===== src/rtl/atanh_pkg.sv =====
// Shared types and constants for the atanh request front-end.
package atanh_pkg;

  typedef enum logic [1:0] {
    IDLE,
    ISSUE,
    WAIT,
    HOLD
  } state_t;

  localparam int unsigned CORDIC_LAT = 23;
  localparam int unsigned Q_ONE      = 256;
  localparam int unsigned CLAMP_DEF  = 206;

endpackage


===== src/rtl/atanh_dispatch_sync_fifo.sv =====
// Single-clock FIFO with registered pointers and an occupancy count.
module sync_fifo #(
  parameter int unsigned Width = 10,
  parameter int unsigned Depth = 4
) (
  input  logic                     clk_i,
  input  logic                     rst_i,
  input  logic                     push_i,
  input  logic [Width-1:0]         wdata_i,
  input  logic                     pop_i,
  output logic [Width-1:0]         rdata_o,
  output logic                     empty_o,
  output logic [$clog2(Depth):0]   level_o
);

  localparam int unsigned AW = $clog2(Depth);
  localparam int unsigned LW = AW + 1;

  logic [Width-1:0] mem [Depth];
  logic [AW-1:0]    wptr_q, rptr_q;
  logic [LW-1:0]    level_q;
  logic             do_push, do_pop;

  // A full FIFO refuses a push even when a pop frees a slot this cycle.
  assign do_push = push_i & (level_q != LW'(Depth));
  assign do_pop  = pop_i & (level_q != '0);

  always_ff @(posedge clk_i) begin
    if (rst_i) begin
      wptr_q  <= '0;
      rptr_q  <= '0;
      level_q <= '0;
    end else begin
      if (do_push) wptr_q <= wptr_q + AW'(1);
      if (do_pop)  rptr_q <= rptr_q + AW'(1);
      level_q <= level_q + LW'(do_push) - LW'(do_pop);
    end
  end

  always_ff @(posedge clk_i) begin
    if (do_push) mem[wptr_q] <= wdata_i;
  end

  assign rdata_o = mem[rptr_q];
  assign empty_o = (level_q == '0);
  assign level_o = level_q;

endmodule


===== src/rtl/atanh_dispatch.sv =====
// Flow-control front-end for one iterative atanh core: clamp, queue, issue, time out, return.
module atanh_dispatch
  import atanh_pkg::*;
#(
  parameter int unsigned DW      = 9,
  parameter int unsigned DEPTH   = 4,
  parameter int unsigned CLAMP   = CLAMP_DEF,
  parameter int unsigned TIMEOUT = 32
) (
  input  logic                    clk,
  input  logic                    rst,
  input  logic                    in_valid,
  output logic                    in_ready,
  input  logic [DW-1:0]           in_data,
  output logic                    out_valid,
  input  logic                    out_ready,
  output logic [DW-1:0]           out_data,
  output logic                    out_sat,
  output logic                    out_err,
  output logic                    core_trig,
  output logic [DW-1:0]           core_tanha,
  input  logic                    core_vld,
  input  logic [DW-1:0]           core_a,
  output logic                    busy,
  output logic [$clog2(DEPTH):0]  level
);

  localparam int unsigned LW = $clog2(DEPTH) + 1;
  localparam int unsigned TW = $clog2(TIMEOUT) + 1;
  localparam logic signed [DW-1:0] CMAX = DW'(CLAMP);
  localparam logic signed [DW-1:0] CMIN = -CMAX;

  logic signed [DW-1:0] din, din_clamp;
  logic                 din_sat;

  always_comb begin
    din       = $signed(in_data);
    din_clamp = din;
    din_sat   = 1'b0;
    if (din > CMAX) begin
      din_clamp = CMAX;
      din_sat   = 1'b1;
    end else if (din < CMIN) begin
      din_clamp = CMIN;
      din_sat   = 1'b1;
    end
  end

  logic          fifo_push, fifo_pop, fifo_empty;
  logic [DW:0]   fifo_rdata;
  logic [LW-1:0] fifo_level, level_next;
  state_t        state;
  logic          sat_r;
  logic [TW-1:0] tmo_cnt;

  assign fifo_push  = in_valid & in_ready;
  assign fifo_pop   = (state == IDLE) & ~fifo_empty & ~out_valid;
  assign level_next = fifo_level + LW'(fifo_push) - LW'(fifo_pop);
  assign level      = fifo_level;
  assign busy       = (state != IDLE) | ~fifo_empty;

  sync_fifo #(
    .Width (DW + 1),
    .Depth (DEPTH)
  ) u_fifo (
    .clk_i   (clk),
    .rst_i   (rst),
    .push_i  (fifo_push),
    .wdata_i ({din_sat, din_clamp}),
    .pop_i   (fifo_pop),
    .rdata_o (fifo_rdata),
    .empty_o (fifo_empty),
    .level_o (fifo_level)
  );

  // Registered so in_ready stays low throughout reset and rises on the first free cycle.
  always_ff @(posedge clk) begin
    if (rst) in_ready <= 1'b0;
    else     in_ready <= (level_next < LW'(DEPTH));
  end

  always_ff @(posedge clk) begin
    if (rst) begin
      state      <= IDLE;
      core_trig  <= 1'b0;
      core_tanha <= '0;
      sat_r      <= 1'b0;
      tmo_cnt    <= '0;
      out_valid  <= 1'b0;
      out_data   <= '0;
      out_sat    <= 1'b0;
      out_err    <= 1'b0;
    end else begin
      unique case (state)
        IDLE: begin
          if (fifo_pop) begin
            core_tanha <= fifo_rdata[DW-1:0];
            sat_r      <= fifo_rdata[DW];
            core_trig  <= 1'b1;
            state      <= ISSUE;
          end
        end
        ISSUE: begin
          core_trig <= 1'b0;
          tmo_cnt   <= '0;
          state     <= WAIT;
        end
        WAIT: begin
          tmo_cnt <= tmo_cnt + TW'(1);
          if (core_vld) begin
            out_data  <= core_a;
            out_sat   <= sat_r;
            out_err   <= 1'b0;
            out_valid <= 1'b1;
            state     <= HOLD;
          end else if (tmo_cnt == TW'(TIMEOUT - 1)) begin
            out_data  <= '0;
            out_sat   <= sat_r;
            out_err   <= 1'b1;
            out_valid <= 1'b1;
            state     <= HOLD;
          end
        end
        HOLD: begin
          if (out_ready) begin
            out_valid <= 1'b0;
            state     <= IDLE;
          end
        end
        default: state <= IDLE;
      endcase
    end
  end

endmodule


===== config.mk =====
export PLATFORM = sky130hd
export DESIGN_NAME = atanh_dispatch
export DESIGN_NICKNAME = d
export VERILOG_FILES = /design/src/rtl/atanh_pkg.sv /design/src/rtl/atanh_dispatch_sync_fifo.sv /design/src/rtl/atanh_dispatch.sv
export SDC_FILE = /design/constraint.sdc
export NUM_CORES = 1
export LEC_CHECK = 0
export CAP_MARGIN = 5
export CELL_PAD_IN_SITES_DETAIL_PLACEMENT = 1
export CELL_PAD_IN_SITES_GLOBAL_PLACEMENT = 1
export CORE_ASPECT_RATIO = 1.2
export CORE_MARGIN = 5
export CORE_UTILIZATION = 47
export DETAILED_ROUTE_END_ITERATION = 8
export GPL_TIMING_DRIVEN = 0
export PLACE_DENSITY = 0.87
export SKIP_LAST_GASP = 1
export SYNTH_ARGS = -nofsm -noshare
export SYNTH_HDL_FRONTEND = slang
export SYNTH_HIERARCHICAL = 1
export SYNTH_SLANG_ARGS = --single-unit

===== constraint.sdc =====
create_clock -name clk -period 5.8 [get_ports clk]
set_input_delay 1.16 -clock clk [delete_from_list [all_inputs] [get_ports clk]]
set_output_delay 1.16 -clock clk [all_outputs]
set_load 0.03 [all_outputs]

==> metrics.yaml <==
hold_violations: 0
synth.distinct_cells: 42
route.detailed.drc: 0
yosys.area_share.adder_pct: 5.94
synth.area.top_cells: "edfxtp_1, dfxtp_1, mux4_2, ha_1, nand2_1"
startpoint_type: "primary input"
crit_chain: "clkdlybuf4s50_1, nand2_1, inv_1, a21boi_2, inv_1, ha_1, inv_1, ha_1, inv_1, fa_1, xor2_1, and2_1, nor3_1"
max_freq_mhz: 300
synth_cells: 295
arrival_ps: 3610
row_count: 34
dieHeight_um: 104
clkSlewWorstSetupHoldPaths_ps: 90
syn_to_final_growth_pct: 22.7
num_antenna_cells: 0
layout_common_cells: "clkdlybuf4s50_1, dfxtp_1, edfxtp_1, nand2_1"
synth_top_area_share_pct: 34.4
clock_path_buffers: 2
synth_fp_nets: 334
setup_viol: 0
yosys.area_share.simple_pct: 14.7
max_slew_margin_pct: 63.8
status: "finished, final reports clean"
place_congestion: 0.748
post-cts-setup-buffers: 0
synth_warnings: 6
port_buffers: 48
vias: 2352
first_pass_iters: 4
synth-edff-count: 40
cpMostUsedCell: "inv_1"
path_class: "primary input to flip-flop"
min_period_over_period_pct: 57.5
worstMarginPinSlew_ps: 538
cpPeakStageDelay_ps: 450
drt-total-wl_um: 7690
setup_tns_ps: 0
synth_flop_cell: "dfxtp_1"
grt_first_pass_wirelength_um: 12700
cap_violations: 0
ioPinCount: 50
first_iter_violations: 77
avgViaCountPerCell: 5.24
p_leak_nw: 1.53
grt_max_degree: 16
synth_top_family_by_area: "simple AND/OR/NAND/NOR gates"
required_ps: 6080
cts_root_buffer: "clkbuf_8"
grt.total_usage_pct: 17.9
final_nets: 393
ir_drop_uv: 216
final_common_cell: "clkdlybuf4s50_1"
ant_nets: 0
finalNonFillerCells: 449
hold_path_class: "flip-flop to flip-flop"
dieArea_sq_mm: 0.00927
avgRoutedWirePerCell_um: 17.1
seq_area_frac_synth_pct: 57.9
core-area_sq_mm: 0.00723
clk_latency_ps: 350
grt_pass1_vias: 2550
powerDensity_mw_per_mm2: 420
drv_slew: 0
dp_hpwl_um: 5720
antenna_found_initial: 0
cts_hold_buf: 0
fin_skew_ps: 7.91
fin_hold_ws_ps: 466
dp_cells: 433
start_util_pct: 48.3
rsz0062_at_grt: "no"
period_minus_slack_ps: 3340
synthesis.area_sq_mm: 0.00349
crit_path_top_delay_cell: "clkdlybuf4s50_1"
fp.dieW_um: 88.7
synth_compound_area_share_pct: 7.88
ys_ff_latch: 81
timing.critical_path.to_type: "flip-flop"
clock_sinks: 81
muxShareOfSynthArea_pct: 7.73
drive_gt1_share_pct: 11.1
tritoncts: "built"
cts.htree.levels: 3
ctsResizeCount: 0
grt_overflow_total: 0
synth_xor_area_share_pct: 2.01
syn_area_per_cell_sq_um: 11.8
yosys.area.top_type: "edfxtp_1"
numCtsBuffers: 9
worst-path-max-fanout: 7
synthArstFlopShare_pct: 0
[per-stage QoR]
step / setup slack [ps] / area [sq um] / total power, mW / util [%]
after floorplan: 2850 / 3490 / 1.18 / -
after detailed placement: 2130 / 4090 / 1.41 / 56.5
after global routing: 2340 / 4290 / 1.92 / 59.3
after CTS: 2470 / 4290 / 1.83 / 59.3
after global placement: 2280 / 4090 / 1.37 / 56.5
final: 2460 / 4290 / 1.80 / 59.3
[critical path, delay by kind of cell]
family | cells | cell delay [ps]
buf+inv | 5 | 730
simple gates | 3 | 380
compound gates | 1 | 310
xor+xnor | 1 | 170
fa+ha+maj | 3 | 850
[cell type report]
class / count / area, sq um
plain buffers: 12 / 56.3
clock buffers: 9 / 124
clock inverters: 7 / 77.6
fillers: 745 / 2940
inverters: 21 / 78.8
multi-input cells: 181 / 1340
flip-flops and latches: 81 / 2020
well taps: 90 / 113
repair buffers: 48 / 480
[kinds of logic (layout without fill, tap and decap cells)]
group | after synthesis | after routing
adders and majority gates | 16 | 16
AOI/OAI and AO/OA | 43 | 43
muxes | 14 | 14
and+or+nand+nor | 100 | 100
xor gates and xnor gates | 8 | 8
DFF | 81 | 81
buffers and inverters | 33 | 97
[flip-flops by register name (all words and copies together) (netlist names), 2 cells and up, named ones only]
name            cells
core_tanha          9
out_data            9
state               2
tmo_cnt             6
u_fifo/level_o      3
u_fifo/mem         40
u_fifo/rptr_q       2
u_fifo/wptr_q       2
[final timing paths]
kind                  endpoint  depth (start not counted)  slack (ps)              start
min reg2reg      core_tanha[2]                          2         470      core_tanha[2]
min              core_tanha[2]                          2         470      core_tanha[2]
max reg2reg  u_fifo/level_o[2]                         15        2700  u_fifo/level_o[1]
max          u_fifo/level_o[2]                         13        2460           in_valid
[synthesized netlist by cell type (all sizes together) (2+ instances only)]
cell	count
mux4	10
nor2	22
clkbuf	8
nand2	31
nand4	5
xnor2	3
nand3b	9
edfxtp	40
o31ai	2
and2	8
mux2i	3
o21ai	18
buf	4
a21oi	13
dfxtp	41
xor2	5
inv	21
or3	3
nand2b	14
nor3	4
o21bai	2
ha	15
a31oi	2
[per-layer routing]
layer  track usage [%]  wire, um
met1              20.2      3130
met2              32.3      4120
met3              2.69       284
met4              7.78       151
met5                 0         0
[power by group]
| group | leakage (nW) | total [mW] | internal, mW | switching (mW) |
|---|---|---|---|---|
| Sequential | 0.695 | 0.750 | 0.690 | 0.0601 |
| Combinational | 0.742 | 0.637 | 0.273 | 0.363 |
| Clock | 0.0885 | 0.414 | 0.202 | 0.213 |
Power figures use the tool's default switching activity.
